$ cat src/rtl/qei_pkg.sv
// Shared state type, {A, B, Z} bit positions and phase decode used by the QEI
// encoder emulator (and the bit order matches the QEI decoder conduit).
package qei_pkg;

    typedef enum logic [1:0] {
        IDLE   = 2'd0,
        MOVE   = 2'd1,
        FINISH = 2'd2
    } emu_state_e;

    localparam int ENC_A = 2;
    localparam int ENC_B = 1;
    localparam int ENC_Z = 0;

    // Gray phase walk: increments lead with A, decrements lead with B.
    function automatic logic [1:0] phase_to_ab(input logic [1:0] phase);
        logic [1:0] ab;
        case (phase)
            2'd0:    ab = 2'b00;
            2'd1:    ab = 2'b10;
            2'd2:    ab = 2'b11;
            default: ab = 2'b01;
        endcase
        return ab;
    endfunction

endpackage

$ cat src/rtl/qei_step_timer.sv
// Edge-period down-counter: loads the period on start and on every expiry,
// emitting a one-cycle tick each time it expires.
module qei_step_timer
    import qei_pkg::*;
#(
    parameter int DIV_W = 16
) (
    input  logic             clk,
    input  logic             reset,
    input  logic             start,
    input  logic             stop,
    input  logic [DIV_W-1:0] period,
    output logic             tick
);

    logic [DIV_W-1:0] cnt_q;
    logic [DIV_W-1:0] cnt_d;
    logic [DIV_W-1:0] reload_q;
    logic [DIV_W-1:0] reload_d;

    // A zero period is promoted to one so the counter never stalls.
    always_comb begin
        reload_d = reload_q;
        cnt_d    = cnt_q;
        if (start) begin
            reload_d = (period == '0) ? DIV_W'(1) : period;
            cnt_d    = reload_d;
        end else if (stop) begin
            cnt_d = '0;
        end else if (cnt_q == DIV_W'(1)) begin
            cnt_d = reload_q;
        end else if (cnt_q != '0) begin
            cnt_d = cnt_q - DIV_W'(1);
        end
    end

    always_ff @(posedge clk) begin
        if (reset) begin
            cnt_q    <= '0;
            reload_q <= '0;
        end else begin
            cnt_q    <= cnt_d;
            reload_q <= reload_d;
        end
    end

    assign tick = (cnt_q == DIV_W'(1));

endmodule

$ cat src/rtl/qei_encoder_emulator.sv
// Quadrature A/B/Z generator that walks an emulated shaft to a commanded target.
// Define QEI_EMU_Z_EN to compile in index (Z) generation; otherwise Z is tied low.
module qei_encoder_emulator
    import qei_pkg::*;
#(
    parameter int CNT_W = 32,
    parameter int DIV_W = 16,
    parameter int CPR   = 2048
) (
    input  logic             clk,
    input  logic             reset,
    input  logic             cmd_valid,
    output logic             cmd_ready,
    input  logic [CNT_W-1:0] cmd_target,
    input  logic [DIV_W-1:0] cmd_period,
    input  logic             abort,
    output logic [2:0]       encabz,
    output logic [CNT_W-1:0] position,
    output logic             busy,
    output logic             done
);

    localparam logic signed [CNT_W-1:0] ONE = CNT_W'(1);

    if (CPR < 4 || (CPR & (CPR - 1)) != 0) begin : g_bad_cpr
        $error("qei_encoder_emulator: CPR must be a power of two >= 4");
    end

    emu_state_e              state_q;
    emu_state_e              state_d;
    logic signed [CNT_W-1:0] position_q;
    logic signed [CNT_W-1:0] position_d;
    logic signed [CNT_W-1:0] target_q;
    logic signed [CNT_W-1:0] target_d;
    logic [2:0]              encabz_q;
    logic [2:0]              encabz_d;
    logic                    accept;
    logic                    tick;
    logic                    timer_stop;
    logic                    z_next;

    assign accept     = cmd_valid && (state_q == IDLE);
    assign timer_stop = (state_d != MOVE);

    qei_step_timer #(
        .DIV_W (DIV_W)
    ) u_step_timer (
        .clk    (clk),
        .reset  (reset),
        .start  (accept),
        .stop   (timer_stop),
        .period (cmd_period),
        .tick   (tick)
    );

    // The final step and the move to FINISH share an edge, so done follows it directly.
    always_comb begin
        state_d    = state_q;
        position_d = position_q;
        target_d   = target_q;
        case (state_q)
            IDLE: begin
                if (accept) begin
                    target_d = cmd_target;
                    state_d  = MOVE;
                end
            end
            MOVE: begin
                if (abort || (position_q == target_q)) begin
                    state_d = FINISH;
                end else if (tick) begin
                    position_d = (target_q > position_q) ? position_q + ONE
                                                         : position_q - ONE;
                    if (position_d == target_q) begin
                        state_d = FINISH;
                    end
                end
            end
            FINISH:  state_d = IDLE;
            default: state_d = IDLE;
        endcase
    end

`ifdef QEI_EMU_Z_EN
    localparam int            Z_BITS     = $clog2(CPR);
    localparam logic [2:0]    ENCABZ_RST = 3'b001;
    assign z_next = (position_d[Z_BITS-1:0] == '0);
`else
    localparam logic [2:0]    ENCABZ_RST = 3'b000;
    assign z_next = 1'b0;
`endif

    // Decoding from the next position keeps encabz aligned with position.
    always_comb begin
        encabz_d = '0;
        {encabz_d[ENC_A], encabz_d[ENC_B]} = phase_to_ab(position_d[1:0]);
        encabz_d[ENC_Z] = z_next;
    end

    always_ff @(posedge clk) begin
        if (reset) begin
            state_q    <= IDLE;
            position_q <= '0;
            target_q   <= '0;
            encabz_q   <= ENCABZ_RST;
        end else begin
            state_q    <= state_d;
            position_q <= position_d;
            target_q   <= target_d;
            encabz_q   <= encabz_d;
        end
    end

    assign cmd_ready = (state_q == IDLE);
    assign busy      = (state_q == MOVE);
    assign done      = (state_q == FINISH);
    assign position  = position_q;
    assign encabz    = encabz_q;

endmodule

$ cat config.mk
export PLATFORM = sky130hd
export DESIGN_NAME = qei_encoder_emulator
export DESIGN_NICKNAME = d
export VERILOG_FILES = /design/src/rtl/qei_pkg.sv /design/src/rtl/qei_step_timer.sv /design/src/rtl/qei_encoder_emulator.sv
export SDC_FILE = /design/constraint.sdc
export NUM_CORES = 1
export LEC_CHECK = 0
export ABC_CLOCK_PERIOD_IN_PS = 6200
export BUFFER_PORTS_ARGS = -buffer_cell sky130_fd_sc_hd__buf_2
export CAP_MARGIN = 20
export CORE_UTILIZATION = 35
export DETAILED_ROUTE_END_ITERATION = 6
export PLACE_DENSITY = 0.59
export SETUP_SLACK_MARGIN = 0.2
export SKIP_LAST_GASP = 1
export SLEW_MARGIN = 25
export SYNTH_ARGS = -nofsm -noshare
export SYNTH_HDL_FRONTEND = slang
export SYNTH_SLANG_ARGS = --single-unit
export TNS_END_PERCENT = 10
$ cat constraint.sdc
create_clock -name clk -period 6.2 [get_ports clk]
set_clock_uncertainty 0.05 [all_clocks]
set_input_delay 0.93 -clock clk [delete_from_list [all_inputs] [get_ports clk]]
set_output_delay 0.93 -clock clk [all_outputs]
set_load 0.02 [all_outputs]
# Word level (Yosys, flattened, before mapping)
# Index checks and enable logic that the tools add are counted.
# op_classes
add_sub_neg	3
magnitude_cmp	1
eq_ne	8
mux	15
bitwise	1
n_reduce_logical	9
# ops
cell	count
two-way mux 16 bit	5
equality test 32 bit	2
adder 32 x 2 -> 32 bit, second input constant	1
greater-than comparator 32 bit	1
two-way mux 32 bit	1
subtractor 32 x 2 -> 32 bit, second input constant	1
equality test 16 x 1 -> 1 bit, second input constant	1
zero test 16 bit	1
nonzero test 16 bit	1
subtractor 16 x 1 -> 16 bit, second input constant	1
two-way mux 2 bit	7
case mux 2 bit (3 select lines)	1
equality test 2 x 1 -> 1 bit, second input constant	2
equality test 2 bit, second input constant	2
zero test 2 bit	2
case mux 2 bit (2 select lines)	1
nonzero test 4 bit	1
AND reduction 3 bit	1
!= test 2 x 1 -> 1 bit, second input constant	1
AND reduction 2 bit	1
logical AND 1 bit	1
logical OR 1 bit	1
inverter 1 bit	1
# word_totals
ff_bits	101
in_bits	52
out_inout_bits	38
word_cells	45

# Logic depth before layout (Yosys ltp)
# logic_depth
ltp_word	10
ltp_mapped	23
mapped_depth_nobuf	20

# Cells and area by module
# A second synthesis with hierarchy kept.
# unflattened
cells_unflattened	1036
hier_area_um2	8057.7
# by_module_without_submodules
mod	instances	cells_per_inst	area_per_inst_um2	seq_area_each_um2
qei_encoder_emulator	1	843	6353.6	1361.3
qei_step_timer	1	193	1704.1	640.6

# Worst setup path before layout
# OpenSTA, ideal clock, no wires.
# synth_path
path_type	reg2reg
startpoint	reg position_q[14], in the netlist position[14]
endpoint	reg state_q[1]
setup_time_ns	0.069
arrival_ns	5.879
required_ns	6.081
setup_slack_ns	0.202
path_stages_with_launch	22
n_path_buf	1
period_less_slack_ns	5.998
path_cell_list	dfxtp_1 > inv_1 > ha_1 > a21oi_1 > nand2_1 > a221oi_1 > o211ai_1 > a2111oi_0 > mux2i_1 > inv_1 > fa_1 > and3_1 > o211a_1 > o21a_1 > or3_1 > buf_6 > a311oi_4 > xnor3_1 > nor2_1 > or4b_4 > or4_1 > o21ai_1
# synth_via
elab_chain_cells	7
elab_cells_between_ends	11
classes_between	2 x add/sub; 1 x order compare; 2 x eq/ne; 5 x mux; 1 x reduce/logical
# synth_rtl
item	line	source
start: declaration	qei_encoder_emulator.sv:31	logic signed [CNT_W-1:0] position_q;
start signal: assignment	qei_encoder_emulator.sv:108	position_q <= position_d;
subtractor 32 x 2 -> 32 bit (tied with other cells)	qei_encoder_emulator.sv:73	: position_q - ONE;
two-way mux 32 bit	qei_encoder_emulator.sv:72	position_d = (target_q > position_q) ? position_q + ONE
equality test 32 bit	qei_encoder_emulator.sv:74	if (position_d == target_q) begin
two-way mux 2 bit	qei_encoder_emulator.sv:74	
two-way mux 2 bit	qei_encoder_emulator.sv:71	end else if (tick) begin
two-way mux 2 bit (*)	qei_encoder_emulator.sv:69	if (abort || (position_q == target_q)) begin
case mux 2 bit (2 select lines) (*)	qei_encoder_emulator.sv:61	case (state_q)
end signal: assignment	qei_encoder_emulator.sv:107	state_q <= state_d;
end: declaration	qei_encoder_emulator.sv:29	emu_state_e state_q;
# Every way passes the cells marked *; elsewhere a longest branch is shown, timed or not.
# A chain may end at the register's enable or synchronous reset.

# Final worst setup path
# layout_path
startpoint	reg position_q[1], in the netlist position[1]
endpoint	reg state_q[1]
# The elaborated chain is that of the path after synthesis.

==> impl_metrics.toml <==
[run_status]
status = "finished, final reports clean"

[worst_setup_path]
worstPathArrival_ns = 5.98
worstSetupPathType = "flop to flop"
critical_path_required_ns = 6.45
endpoint_kind = "flop"
ff2ff_setup_slack_ns = 0.47
cp-start-kind = "flop"
critPathMaxFanout = 22

[timing]
period_share_pct = 92.5
finalMaxSlewViolations = 0
worst_slew_pin_slew_ns = 0.907
rsz0062_at_grt = "yes"
fmax_mhz = 174
finalHoldViolations = 0
max-slew-margin-rel_pct = 39.5
hold_ws_ns = 0.407
period_needed_ns = 5.73
setup_violations = 0

[power]
power_density_mw_per_mm2 = 253
finalPower_mw = 2.45
clockPowerShare_pct = 27.5
combPwrFrac_pct = 43.8
ir_drop_mv = 0.170
switching_share_pct = 37.5
pwr-share-seq_pct = 28.6
total_leakage_power_nw = 4.19
p_int_mw = 1.53
p_sw_mw = 0.920

[detailed_routing]
via_per_inst = 5.54
wl_per_cell_um = 17.9
drt_iter0_markers = 581
route.detailed.drc = 0
wirelength_um = 26400
drtAntennaViolNets = 0
drtPass1Iterations = 5
vias = 8166

[synth]
synthSimpleGateAreaFrac_pct = 23.8
avgSynthCellArea_um2 = 7.43
synth.mux.area_fraction_pct = 2.37
synth_top_family_by_area = "simple AND/OR/NAND/NOR gates"
synth_top_area_share_pct = 25.6
synth_edf_count = 0
synth_fa_ha_area_share_pct = 10.8
ys_warn_count = 0
synth_cell_types = 72
synth_seq_cells = 100
ys_top_cells_by_area = "dfxtp_1 26%, ha_1 11%, nand2_1 10%"
ys_top_cells_by_count = "209 x nand2_1, 123 x a21oi_1, 100 x dfxtp_1"
synth_compound_area_share_pct = 23.3
ys_seq_area_share_pct = 25.6
synthesis.area_mm2 = 0.00782
synth.net_count = 1171
syn-instance-count = 1052
yosysTopAreaCell = "dfxtp_1"
yosysMostFrequentCell = "nand2_1"
synth_ff_type = "dfxtp_1"
synthArstFlopShare_pct = 0
synth-xor-area-share_pct = 8.25

[floorplanning]
start_util_pct = 35.7
design.die.area_mm2 = 0.0229
num_rows = 54
ioPinCount = 90
dieWidth_um = 151
fp.dieH_um = 151
fp.coreArea_mm2 = 0.0219

[clock_tree]
clockBufferDepth = 2
cts-root-buf = "clkbuf_16"
insertion_delay_ns = 0.36
cts_tree = "done"
clk_pin_slew_ns = 0.07
hold_buffers = 0
htreeDepth = 3
cts.sinks = 100
numCtsBuffers = 9

[global_routing]
gr-total-overflow = 0
antenna_found_initial = 1
track_usage_pct = 23.6
grt_pass1_vias = 7519
grt_first_pass_wirelength_um = 41700
grt_max_degree = 52

[placed_design]
globalplace.congestion = 1.03
placement.io_buffers = 88
dp.cells = 1454
detailed_place_hpwl_um = 20500

[cells_and_area]
area_growth_pct = 23.8
drive_above_1_share_pct = 22.1
final_nets = 1308
final_cells = 1475

[hold_path]
hold_path_class = "flop to flop"

[flow_run]
drv_cap = 0
-- path summary, 6_finish.rpt --
| kind | from | end | cells past startpoint |
|---|---|---|---|
| setup / recovery | position[1] | state_q[1] | 22 |
| hold / removal | u_step_timer.reload_q[10] | u_step_timer.reload_q[10] | 2 |
| setup reg to reg | position[1] | state_q[1] | 22 |
| hold reg to reg | u_step_timer.reload_q[10] | u_step_timer.reload_q[10] | 2 |
-- power by group through the flow --
stage | logic (mW) | clock network (mW) | registers [mW]
3_3_place_gp | 1.02 | 0 | 0.717
6_report | 1.08 | 0.676 | 0.702
2_1_floorplan | 0.684 | 0 | 0.711
4_1_cts | 1.03 | 0.687 | 0.702
3_5_place_dp | 1.02 | 0 | 0.718
5_1_grt | 1.17 | 0.715 | 0.707
-- sequential cells by signal, indices dropped and copies added, names as in the netlist --
register	count
state_q	2
encabz	2
u_step_timer.cnt_q	16
position	32
target_q	32
u_step_timer.reload_q	16
-- routing by layer --
metal | global-route usage, % | up-vias | wire length (um)
met5 | 0 | - | 13
met3 | 5.03 | 29 | 1960
met1 | 32.5 | 3838 | 12100
met2 | 36.4 | 275 | 11900
li1 | - | 4022 | -
met4 | 7.45 | 2 | 490
-- cells in the final DEF, fill, tap and decap left out, drive strengths merged, types with 4 or more instances in the layout --
cell type	n
a2111oi	4
a221oi	5
xnor2	32
a32oi	6
nand3	14
xor2	21
nor4	16
o2111ai	4
or3	8
a21o	14
a21oi	123
nor3	25
mux2i	14
o21ai	52
buf	188
a31oi	6
and2	7
a211oi	10
nand2b	5
clkbuf	10
and3	5
ha	66
nor3b	5
o21a	8
mux2	4
inv	52
o211ai	7
or4	4
dfxtp	100
nand4	25
xnor3	7
and4	4
nor2	56
nor2b	11
a22oi	14
nand2	209
-- cells by family (layout without fill, tap and decap cells) --
family,Yosys count,count (layout)
AND/OR/NAND/NOR,404,404
other,1,2
AO/OA/AOI/OAI,288,288
flip-flops,100,100
XOR/XNOR,61,61
buffers and inverters,113,255
multiplexers,18,18
adder cells (fa/ha/maj),67,67
-- repair_timing --
action	CTS	global route
setup endpoints to repair	18	18
pin swaps	1	16
gates resized for setup	5	45
buffers inserted	0	4
-- critical path: stages, from the launching register on --
cell,delay [ns]
dfxtp_1,0.33
inv_1,0.05
ha_1,0.29
nor2b_1,0.13
o211a_1,0.20
o21ai_1,0.24
o211ai_1,0.26
a2111oi_2,0.39
mux2i_1,0.26
inv_1,0.10
buf_12,0.17
ha_1,0.41
buf_4,0.18
nand4_1,0.17
nor2_2,0.21
a22oi_2,0.12
and3_1,0.21
or2_2,0.33
xor2_1,0.17
mux2_2,0.27
or4b_4,0.53
or4_1,0.50
o21ai_1,0.08
-- area by class of cell --
cell class | instances | area, um^2
diodes | 1 | 2.50
clock buffers | 10 | 239
clock inverters | 6 | 109
fillers | 2275 | 12200
inverters | 51 | 191
multi-input cells | 839 | 5580
flip-flops and latches | 100 | 2000
well taps | 280 | 350
repair buffers | 188 | 1200
-- metrics by stage --
step / utilization, % / area, um^2 / setup WS [ns] / setup TNS (ns)
4_1_cts: 43.2 / 9460 / 0.278 / 0
6_report: 44.2 / 9680 / 0.466 / 0
3_5_place_dp: 41.6 / 9100 / -0.00105 / -0.00105
3_3_place_gp: 41.6 / 9100 / -0.0847 / -0.0945
5_1_grt: 44.2 / 9680 / 0.170 / 0
2_1_floorplan: - / 7820 / 0.202 / 0
(Power assumes the default switching activity.)
